<file path="src/rtl/gpio_reg_pkg.sv">
// Shared types and helpers for the GPIO register scan array.
// FSM encoding, BRAM byte-enable constants and bus slice arithmetic.
package gpio_reg_pkg;

  typedef enum logic [1:0] {
    IDLE,
    ISSUE,
    CAPTURE,
    COMMIT
  } state_t;

  localparam logic [3:0] WE_ALL  = 4'hF;
  localparam logic [3:0] WE_NONE = 4'h0;

  function automatic int slice_lsb(input int i, input int width);
    return i * width;
  endfunction

endpackage

</file>
<file path="src/rtl/gpio_reg_change_detect.sv">
// Sticky per-register change flags for output registers, raised when a commit alters a value.
// Latency: flags update one cycle after the commit; irq is a combinational OR of the flags.
// Backpressure: none; irq_ack clears the flags, and a simultaneous commit re-raises new changes.
module gpio_reg_change_detect
  import gpio_reg_pkg::*;
#(
  parameter int                  NUM_REGS  = 20,
  parameter int                  REG_WIDTH = 32,
  parameter logic [NUM_REGS-1:0] DIR_MASK  = '0
) (
  input  logic                          aclk,
  input  logic                          areset,
  input  logic                          commit,
  input  logic                          irq_ack,
  input  logic [NUM_REGS*REG_WIDTH-1:0] old_bus,
  input  logic [NUM_REGS*REG_WIDTH-1:0] new_bus,
  output logic [NUM_REGS-1:0]           changed,
  output logic                          irq
);

  logic [NUM_REGS-1:0] diff;

  always_comb begin
    diff = '0;
    for (int i = 0; i < NUM_REGS; i++) begin
      diff[i] = !DIR_MASK[i] &&
                (old_bus[slice_lsb(i, REG_WIDTH) +: REG_WIDTH] !=
                 new_bus[slice_lsb(i, REG_WIDTH) +: REG_WIDTH]);
    end
  end

  always_ff @(posedge aclk) begin
    if (areset) begin
      changed <= '0;
    end else begin
      changed <= (irq_ack ? '0 : changed) | (commit ? diff : '0);
    end
  end

  assign irq = |changed;

endmodule

</file>
<file path="src/rtl/gpio_reg_scan_array.sv">
// Sweeps NUM_REGS registers through a BRAM port; outputs commit atomically at end of sweep.
// Latency: 2 cycles per register plus 1 commit cycle per sweep (2*NUM_REGS+1 without stalls).
// Backpressure: BRAM_busy holds the FSM in ISSUE with no access; GPIO_REG_CHANGE_IRQ_EN adds change irq.
module gpio_reg_scan_array
  import gpio_reg_pkg::*;
#(
  parameter int                   NUM_REGS   = 20,
  parameter int                   REG_WIDTH  = 32,
  parameter int                   BRAM_WIDTH = 11,
  parameter logic [NUM_REGS-1:0]  DIR_MASK   = '0,
  parameter logic [REG_WIDTH-1:0] RESET_VAL  = '0
) (
  input  logic                          aclk,
  input  logic                          areset,
  input  logic                          scan_en,
  output logic [BRAM_WIDTH-1:0]         BRAM_addr,
  output logic [31:0]                   BRAM_wrdata,
  input  logic [31:0]                   BRAM_rddata,
  output logic                          BRAM_en,
  output logic [3:0]                    BRAM_we,
  output logic                          BRAM_clk,
  output logic                          BRAM_rst,
  input  logic                          BRAM_busy,
  input  logic [NUM_REGS*REG_WIDTH-1:0] in_bus,
  output logic [NUM_REGS*REG_WIDTH-1:0] out_bus,
`ifdef GPIO_REG_CHANGE_IRQ_EN
  output logic                          irq,
  input  logic                          irq_ack,
  output logic [NUM_REGS-1:0]           changed,
`endif
  output logic                          sweep_done
);

  localparam int IDX_W = (NUM_REGS > 1) ? $clog2(NUM_REGS) : 1;
  localparam logic [IDX_W-1:0] LAST_IDX = IDX_W'(NUM_REGS - 1);

  state_t                 state;
  logic [IDX_W-1:0]       index;
  logic [REG_WIDTH-1:0]   wr_hold;
  logic [REG_WIDTH-1:0]   shadow   [NUM_REGS];
  logic [REG_WIDTH-1:0]   in_slice [NUM_REGS];
  logic [NUM_REGS*REG_WIDTH-1:0] shadow_flat;
  logic                   is_input;
  logic                   fire;

  for (genvar g = 0; g < NUM_REGS; g++) begin : g_slice
    assign in_slice[g] = in_bus[slice_lsb(g, REG_WIDTH) +: REG_WIDTH];
    assign shadow_flat[slice_lsb(g, REG_WIDTH) +: REG_WIDTH] = shadow[g];
  end

  assign BRAM_clk = aclk;
  assign BRAM_rst = areset;
  assign is_input = DIR_MASK[index];
  // Busy must suppress the strobe in the same cycle, so the access decode is combinational.
  assign fire     = (state == ISSUE) && !BRAM_busy;

  always_comb begin
    BRAM_en     = fire;
    BRAM_addr   = BRAM_WIDTH'({index, 2'b00});
    BRAM_we     = (fire && is_input) ? WE_ALL : WE_NONE;
    BRAM_wrdata = '0;
    if (fire && is_input) begin
      BRAM_wrdata[REG_WIDTH-1:0] = in_slice[index];
    end
  end

  always_ff @(posedge aclk) begin
    if (areset) begin
      state      <= IDLE;
      index      <= '0;
      wr_hold    <= '0;
      sweep_done <= 1'b0;
      out_bus    <= {NUM_REGS{RESET_VAL}};
      for (int i = 0; i < NUM_REGS; i++) begin
        shadow[i] <= RESET_VAL;
      end
    end else begin
      sweep_done <= 1'b0;
      case (state)
        IDLE: begin
          if (scan_en && !BRAM_busy) begin
            state <= ISSUE;
            index <= '0;
          end
        end
        ISSUE: begin
          if (!BRAM_busy) begin
            wr_hold <= in_slice[index];
            state   <= CAPTURE;
          end
        end
        CAPTURE: begin
          shadow[index] <= is_input ? wr_hold : BRAM_rddata[REG_WIDTH-1:0];
          if (index == LAST_IDX) begin
            state      <= COMMIT;
            sweep_done <= 1'b1;
          end else begin
            index <= index + 1'b1;
            state <= ISSUE;
          end
        end
        COMMIT: begin
          out_bus <= shadow_flat;
          index   <= '0;
          state   <= scan_en ? ISSUE : IDLE;
        end
        default: state <= IDLE;
      endcase
    end
  end

`ifdef GPIO_REG_CHANGE_IRQ_EN
  logic commit_now;
  assign commit_now = (state == COMMIT);

  gpio_reg_change_detect #(
    .NUM_REGS (NUM_REGS),
    .REG_WIDTH(REG_WIDTH),
    .DIR_MASK (DIR_MASK)
  ) u_change_detect (
    .aclk   (aclk),
    .areset (areset),
    .commit (commit_now),
    .irq_ack(irq_ack),
    .old_bus(out_bus),
    .new_bus(shadow_flat),
    .changed(changed),
    .irq    (irq)
  );
`endif

endmodule

</file>
<file path="config.mk">
export PLATFORM = sky130hd
export DESIGN_NAME = gpio_reg_scan_array
export DESIGN_NICKNAME = d
export VERILOG_FILES = /design/src/rtl/gpio_reg_pkg.sv /design/src/rtl/gpio_reg_change_detect.sv /design/src/rtl/gpio_reg_scan_array.sv
export SDC_FILE = /design/constraint.sdc
export NUM_CORES = 2
export LEC_CHECK = 0
export CAP_MARGIN = 25
export CORE_AREA = 2 2 538 540
export DETAILED_ROUTE_END_ITERATION = 8
export DIE_AREA = 0 0 540 542
export GPL_ROUTABILITY_DRIVEN = 0
export SLEW_MARGIN = 5
export SYNTH_ARGS = -nofsm -noshare
export SYNTH_HDL_FRONTEND = slang
export SYNTH_SLANG_ARGS = --single-unit
</file>
<file path="constraint.sdc">
create_clock -name aclk -period 2.9 [get_ports aclk]
set_input_delay 0.87 -clock aclk [delete_from_list [all_inputs] [get_ports aclk]]
set_output_delay 0.87 -clock aclk [all_outputs]
set_load 0.01 [all_outputs]
</file>
; Word level (Yosys, flattened, before mapping)
; Memory sizes are Yosys's and may differ from the RTL's. A register that Yosys moved wholly into a read port is not among the register bits.
; Index checks and enable logic that the tools add are counted.
; W data, S select, Z words.
[totals]
ff_bits = 40
ramBits = 640
romBits = 32
latchBits = 0
mem_count = 2
wordCells = 56
output_inout_bits = 691
[memory_table]
columns = memory, depth, word_bits, rd, rd_ports_with_merged_regs, write_ports, line
row1 = shadow, 20, 32, 20, 20, 20, gpio_reg_scan_array.sv:40  ; logic [REG_WIDTH-1:0] shadow [NUM_REGS];
row2 = (name not given), 32, 1, 1, 1, 0, gpio_reg_scan_array.sv:53  ; assign is_input = DIR_MASK[index];
[classes]
n_bitwise = 3
shift = 0
reduce_logical = 11
muxes = 26
eq_ne = 7
magnitude_cmp = 2
add_sub_neg = 1
mul = 0
div_mod_pow = 0
[op_table]
columns = cell, n
row1 = $bmux W32 S5, 1
row2 = $mux W32, 5
row3 = $reduce_or A32 Y1, 1
row4 = $mux W5, 5
row5 = $pmux W5 S3, 1
row6 = $mux W1, 9
row7 = $pmux W2 S4, 1
row8 = $ge A6 B6 Y1 const B, 1
row9 = $lt A5 B6 Y1 const B, 1
row10 = $mux W2, 3
row11 = $ne A2 B2 Y1 const B, 3
row12 = $not A5 Y6, 1
row13 = $add A5 B1 Y5 const B, 1
row14 = $eq A5 B5 Y1 const B, 1
row15 = $eq A2 B2 Y1 const B, 2
row16 = $mux W4, 1
row17 = $reduce_and A2 Y1, 2
row18 = $logic_and A1 B1 Y1, 3
row19 = $reduce_and A3 Y1, 1
row20 = $reduce_bool A3 Y1, 1
row21 = $eq A2 B1 Y1 const B, 1
row22 = $logic_not A2 Y1, 1
row23 = $not A1 Y1, 2
row24 = $reduce_or A2 Y1, 1
row25 = $logic_not A1 Y1, 1

; Depth between registers and ports, before layout
[logic_depth]
depth_word = 6
ltp_mapped = 7
ltp_nobuf = 6

==> results.md <==
| Item | Value | Unit |
|---|---|---|
| Result of the run | finished clean | - |
| Kind of start point of the critical path | clock port | - |
| Critical path destination | BRAM_clk | - |
| Ys Warns | 0 | - |
| Depth of the most critical reg-to-reg path | 6 | - |
| Pins Over Slew Limit | 0 | - |
| Largest net degree at the start of global routing | 160 | - |
| DRT iter0 DRCs | 2086 | - |
| Final hold violation count | 0 | - |
| Initial antenna violation count | 49 | - |
| DR DRC count | 0 | - |
| Register Area | 32200 | um^2 |
| Startpoint of the worst register-to-register path | state[0] | - |
| IO Pins | 1367 | - |
| Final-stage net count | 5026 | - |
| Total number of vias | 29.7k | - |
| First-pass GRT wire length | 243 | mm |
| Area taken by multi-input logic gates | 13900 | um^2 |
| Cell types with the largest area share after synthesis | edfxtp_1, dfxtp_1, mux2i_1, and2_1, nor2_1 | - |
| Arrival time of the worst setup path | 1980 | ps |
| Library cell with the largest summed area after synthesis | edfxtp_1 | - |
| Clock Pin Slew Worst Setup and Hold Paths | 60 | ps |
| Tightest Pin Transition | 907 | ps |
| Top Family by Delay on Critical Path | buffers and inverters | - |
| Reg-to-reg slack, setup | 210 | ps |
| Share of total power in sequential cells | 0.470 | - |
| Cell type of the slowest stage on the worst timing path | dlygate4sd2_1 | - |
| Final count of negative-setup-slack endpoints | 0 | - |
| Largest clock skew in the final design | 127 | ps |
| Crit-path cells | clkbuf_16 > clkbuf_16 > dlygate4sd2_1 | - |
| Worst slew margin relative to its limit | 0.395 | - |
| Share of cells above drive strength 1 | 0.102 | - |
| Number of gates on the worst path with buffers counted | 3 | - |
| Crit path required time | 2030 | ps |
| Critical path capture point type | output pin | - |
| Area Growth Syn to Fin | 36.3 | % |
| Clock tree from TritonCTS | built | - |
| Number of flops mapped to enable cells by yosys | 640 | - |
| Summed negative setup slack over all endpoints | 0 | ps |
| Launch point of the critical path | aclk | - |
| Proportion of power drawn by the clock network | 0.439 | - |
| Power spent charging and discharging nets | 10.3 | mW |
| Post-route antenna net violation count | 0 | - |
| Insertion delay of the later-clocked pin in the worst-skew pair | 960 | ps |
| Estimated wirelength of the detail-placed design | 120 | mm |
| Final Power | 42.8 | mW |
| Cell area after technology mapping | 47300 | um^2 |
| Yosys cell types | 38 | - |
| Total congestion overflow | 0 | - |
| Worst slack at placement | -221 | ps |
| Synth Instances | 3634 | - |
| Max VDD drop | 0.000731 | V |
| Overall routing resource usage | 0.119 | - |
| Row cnt | 197 | - |
| Static leakage | 22.2 | nW |
| Share of the synthesized area in the top cell type | 0.407 | - |
| Initial Utilization | 0.165 | - |
| Maximum Capacitance Violations | 0 | - |
| Delay of the slowest cell on the worst path | 280 | ps |
| Type of the tightest min-delay check | register to register | - |
| Final standard cell count with taps included and fillers excluded | 8261 | - |
| Worst setup margin | 52.7 | ps |
| Sequential area share after synthesis | 0.681 | - |
| Vert. Die Dim | 542 | um |
| Endpoint of the worst-slack reg-to-reg timing path | shadow[3][15] | - |
| Buf/Inv on CP | 3 | - |
| Switching share of power | 0.241 | - |
| Avg Synthesized Cell Area | 13.0 | um^2 |
| Cell types with the highest counts after synthesis | dfxtp_1, nor2_1, and2_1, edfxtp_1, mux2i_1 | - |
| WL final | 181 | mm |
| Number of optimization iterations in the first detailed-route pass | 5 | - |
| Dominant cell type by count on the critical path | clkbuf_16 | - |
| Placed Cells | 7964 | - |
| Via count of the first global-routing pass | 29.4k | - |
| Vias/cell | 3.60 | - |
| Count of filler cells inserted in the layout | 30.3k | - |
| Power share of the combinational group | 0.091 | - |
| Area of the die | 293000 | um^2 |
| Dominant cell by count in the synthesized netlist | dfxtp_1 | - |
| Avg WL per Cell | 21.9 | um |
| Synthesis-stage register bit count | 1288 | - |
| Core outline area | 287000 | um^2 |
| Crit-path max FO | 3 | - |
| Category of the most critical setup path | clock port to output pin | - |
| Internal portion of total power | 32.5 | mW |
| Number of I/O port buffers | 684 | - |
| Asr flop ratio synth | 0 | - |
| Main flop type after synthesis | dfxtp_1 | - |
| Power Dens Cells | 665 | nW/um^2 |
| Die extent in x | 540 | um |
-- cells by family after synthesis --
family / synth area share
AND/OR/NAND/NOR: 0.146
adder cells (fa/ha/maj): 0.00291
other: 0.0000793
buffers and inverters: 0.0313
multiplexers: 0.136
flip-flops: 0.681
AO/OA/AOI/OAI: 0.00289
-- worst min-delay path by stage --
stage | cells past startpoint | startpoint | to | slack, ps
final | 2 | shadow[2][0] | out_bus[64] | 430
after global routing | 2 | BRAM_rddata[31] | shadow[14][31] | 470
after CTS | 2 | shadow[2][0] | out_bus[64] | 450
after detailed placement | 2 | shadow[14][1] | out_bus[449] | 470
after global placement | 2 | shadow[7][26] | out_bus[250] | 460
after floorplan | 2 | shadow[0][0] | out_bus[0] | 460
-- layout by cell type, fill, tap and decap left out, types with 5 or more instances in the layout --
master and count:
conb_1 42, clkdlybuf4s50_1 623, buf_2 32, dlymetal6s2s_1 11, clkbuf_1 33, mux2i_1 640
and2_1 640, clkinv_2 19, nand2_1 5, clkbuf_16 156, a21oi_1 6, diode_2 29
clkbuf_8 24, nor3_4 11, edfxtp_1 640, nor2b_1 5, ha_1 9, clkinv_1 11
buf_4 78, bufinv_16 8, dlygate4sd2_1 15, or2_2 20, nand2b_1 5, dfxtp_1 645
buf_12 67, nor2_1 640
-- layer usage --
layer	routed length (um)	track usage
met1	74600	0.145
met2	81900	0.191
met3	19300	0.0479
met4	4790	0.0354
met5	8	0
-- flip-flops by register name, indices dropped and copies added (netlist names) --
register / cells
out_bus: 640
shadow: 640
index: 5
state: 2
sweep_done: 1
-- what timing repair did --
item                                    4_1_cts  5_1_grt
gates resized for setup                      26       11
pin swaps                                     0        1
endpoints found under the setup margin       17       18
buffers inserted                              0        3
hold buffers                                  0        0
-- power by group through the flow --
stage | clock, mW | sequential, mW | combinational, mW
2_1_floorplan | 0.0284 | 20.5 | 1.83
3_5_place_dp | 0.0351 | 20.5 | 3.97
4_1_cts | 19.2 | 20.1 | 4.00
3_3_place_gp | 0.0351 | 20.5 | 3.92
5_1_grt | 19.9 | 20.2 | 4.16
6_report | 18.8 | 20.1 | 3.91
-- cell type report --
cell class                 count  share of cell area
timing repair buffer         827               0.134
clock buffer                 214              0.0678
inverter                       6            0.000388
multi-input combinational   2064               0.215
antenna                       29             0.00113
tap                         3781              0.0734
sequential                  1288               0.500
clock inverter                52             0.00812
-- metrics by stage --
step           utilization  area, um^2  hold slack, ps
2_1_floorplan            -       47400             456
6_report             0.225       64400             435
3_3_place_gp         0.207       59300             462
3_5_place_dp         0.207       59400             470
4_1_cts              0.224       64300             446
5_1_grt              0.224       64400             466
-- worst register-to-register path, stage by stage (launching register included) --
cell	delay, ps
dfxtp_4	370
inv_1	160
ha_1	210
nand2_1	140
nor4b_4	780
or2_2	370
buf_12	220
Note: power is estimated with default switching activity, not from simulation.
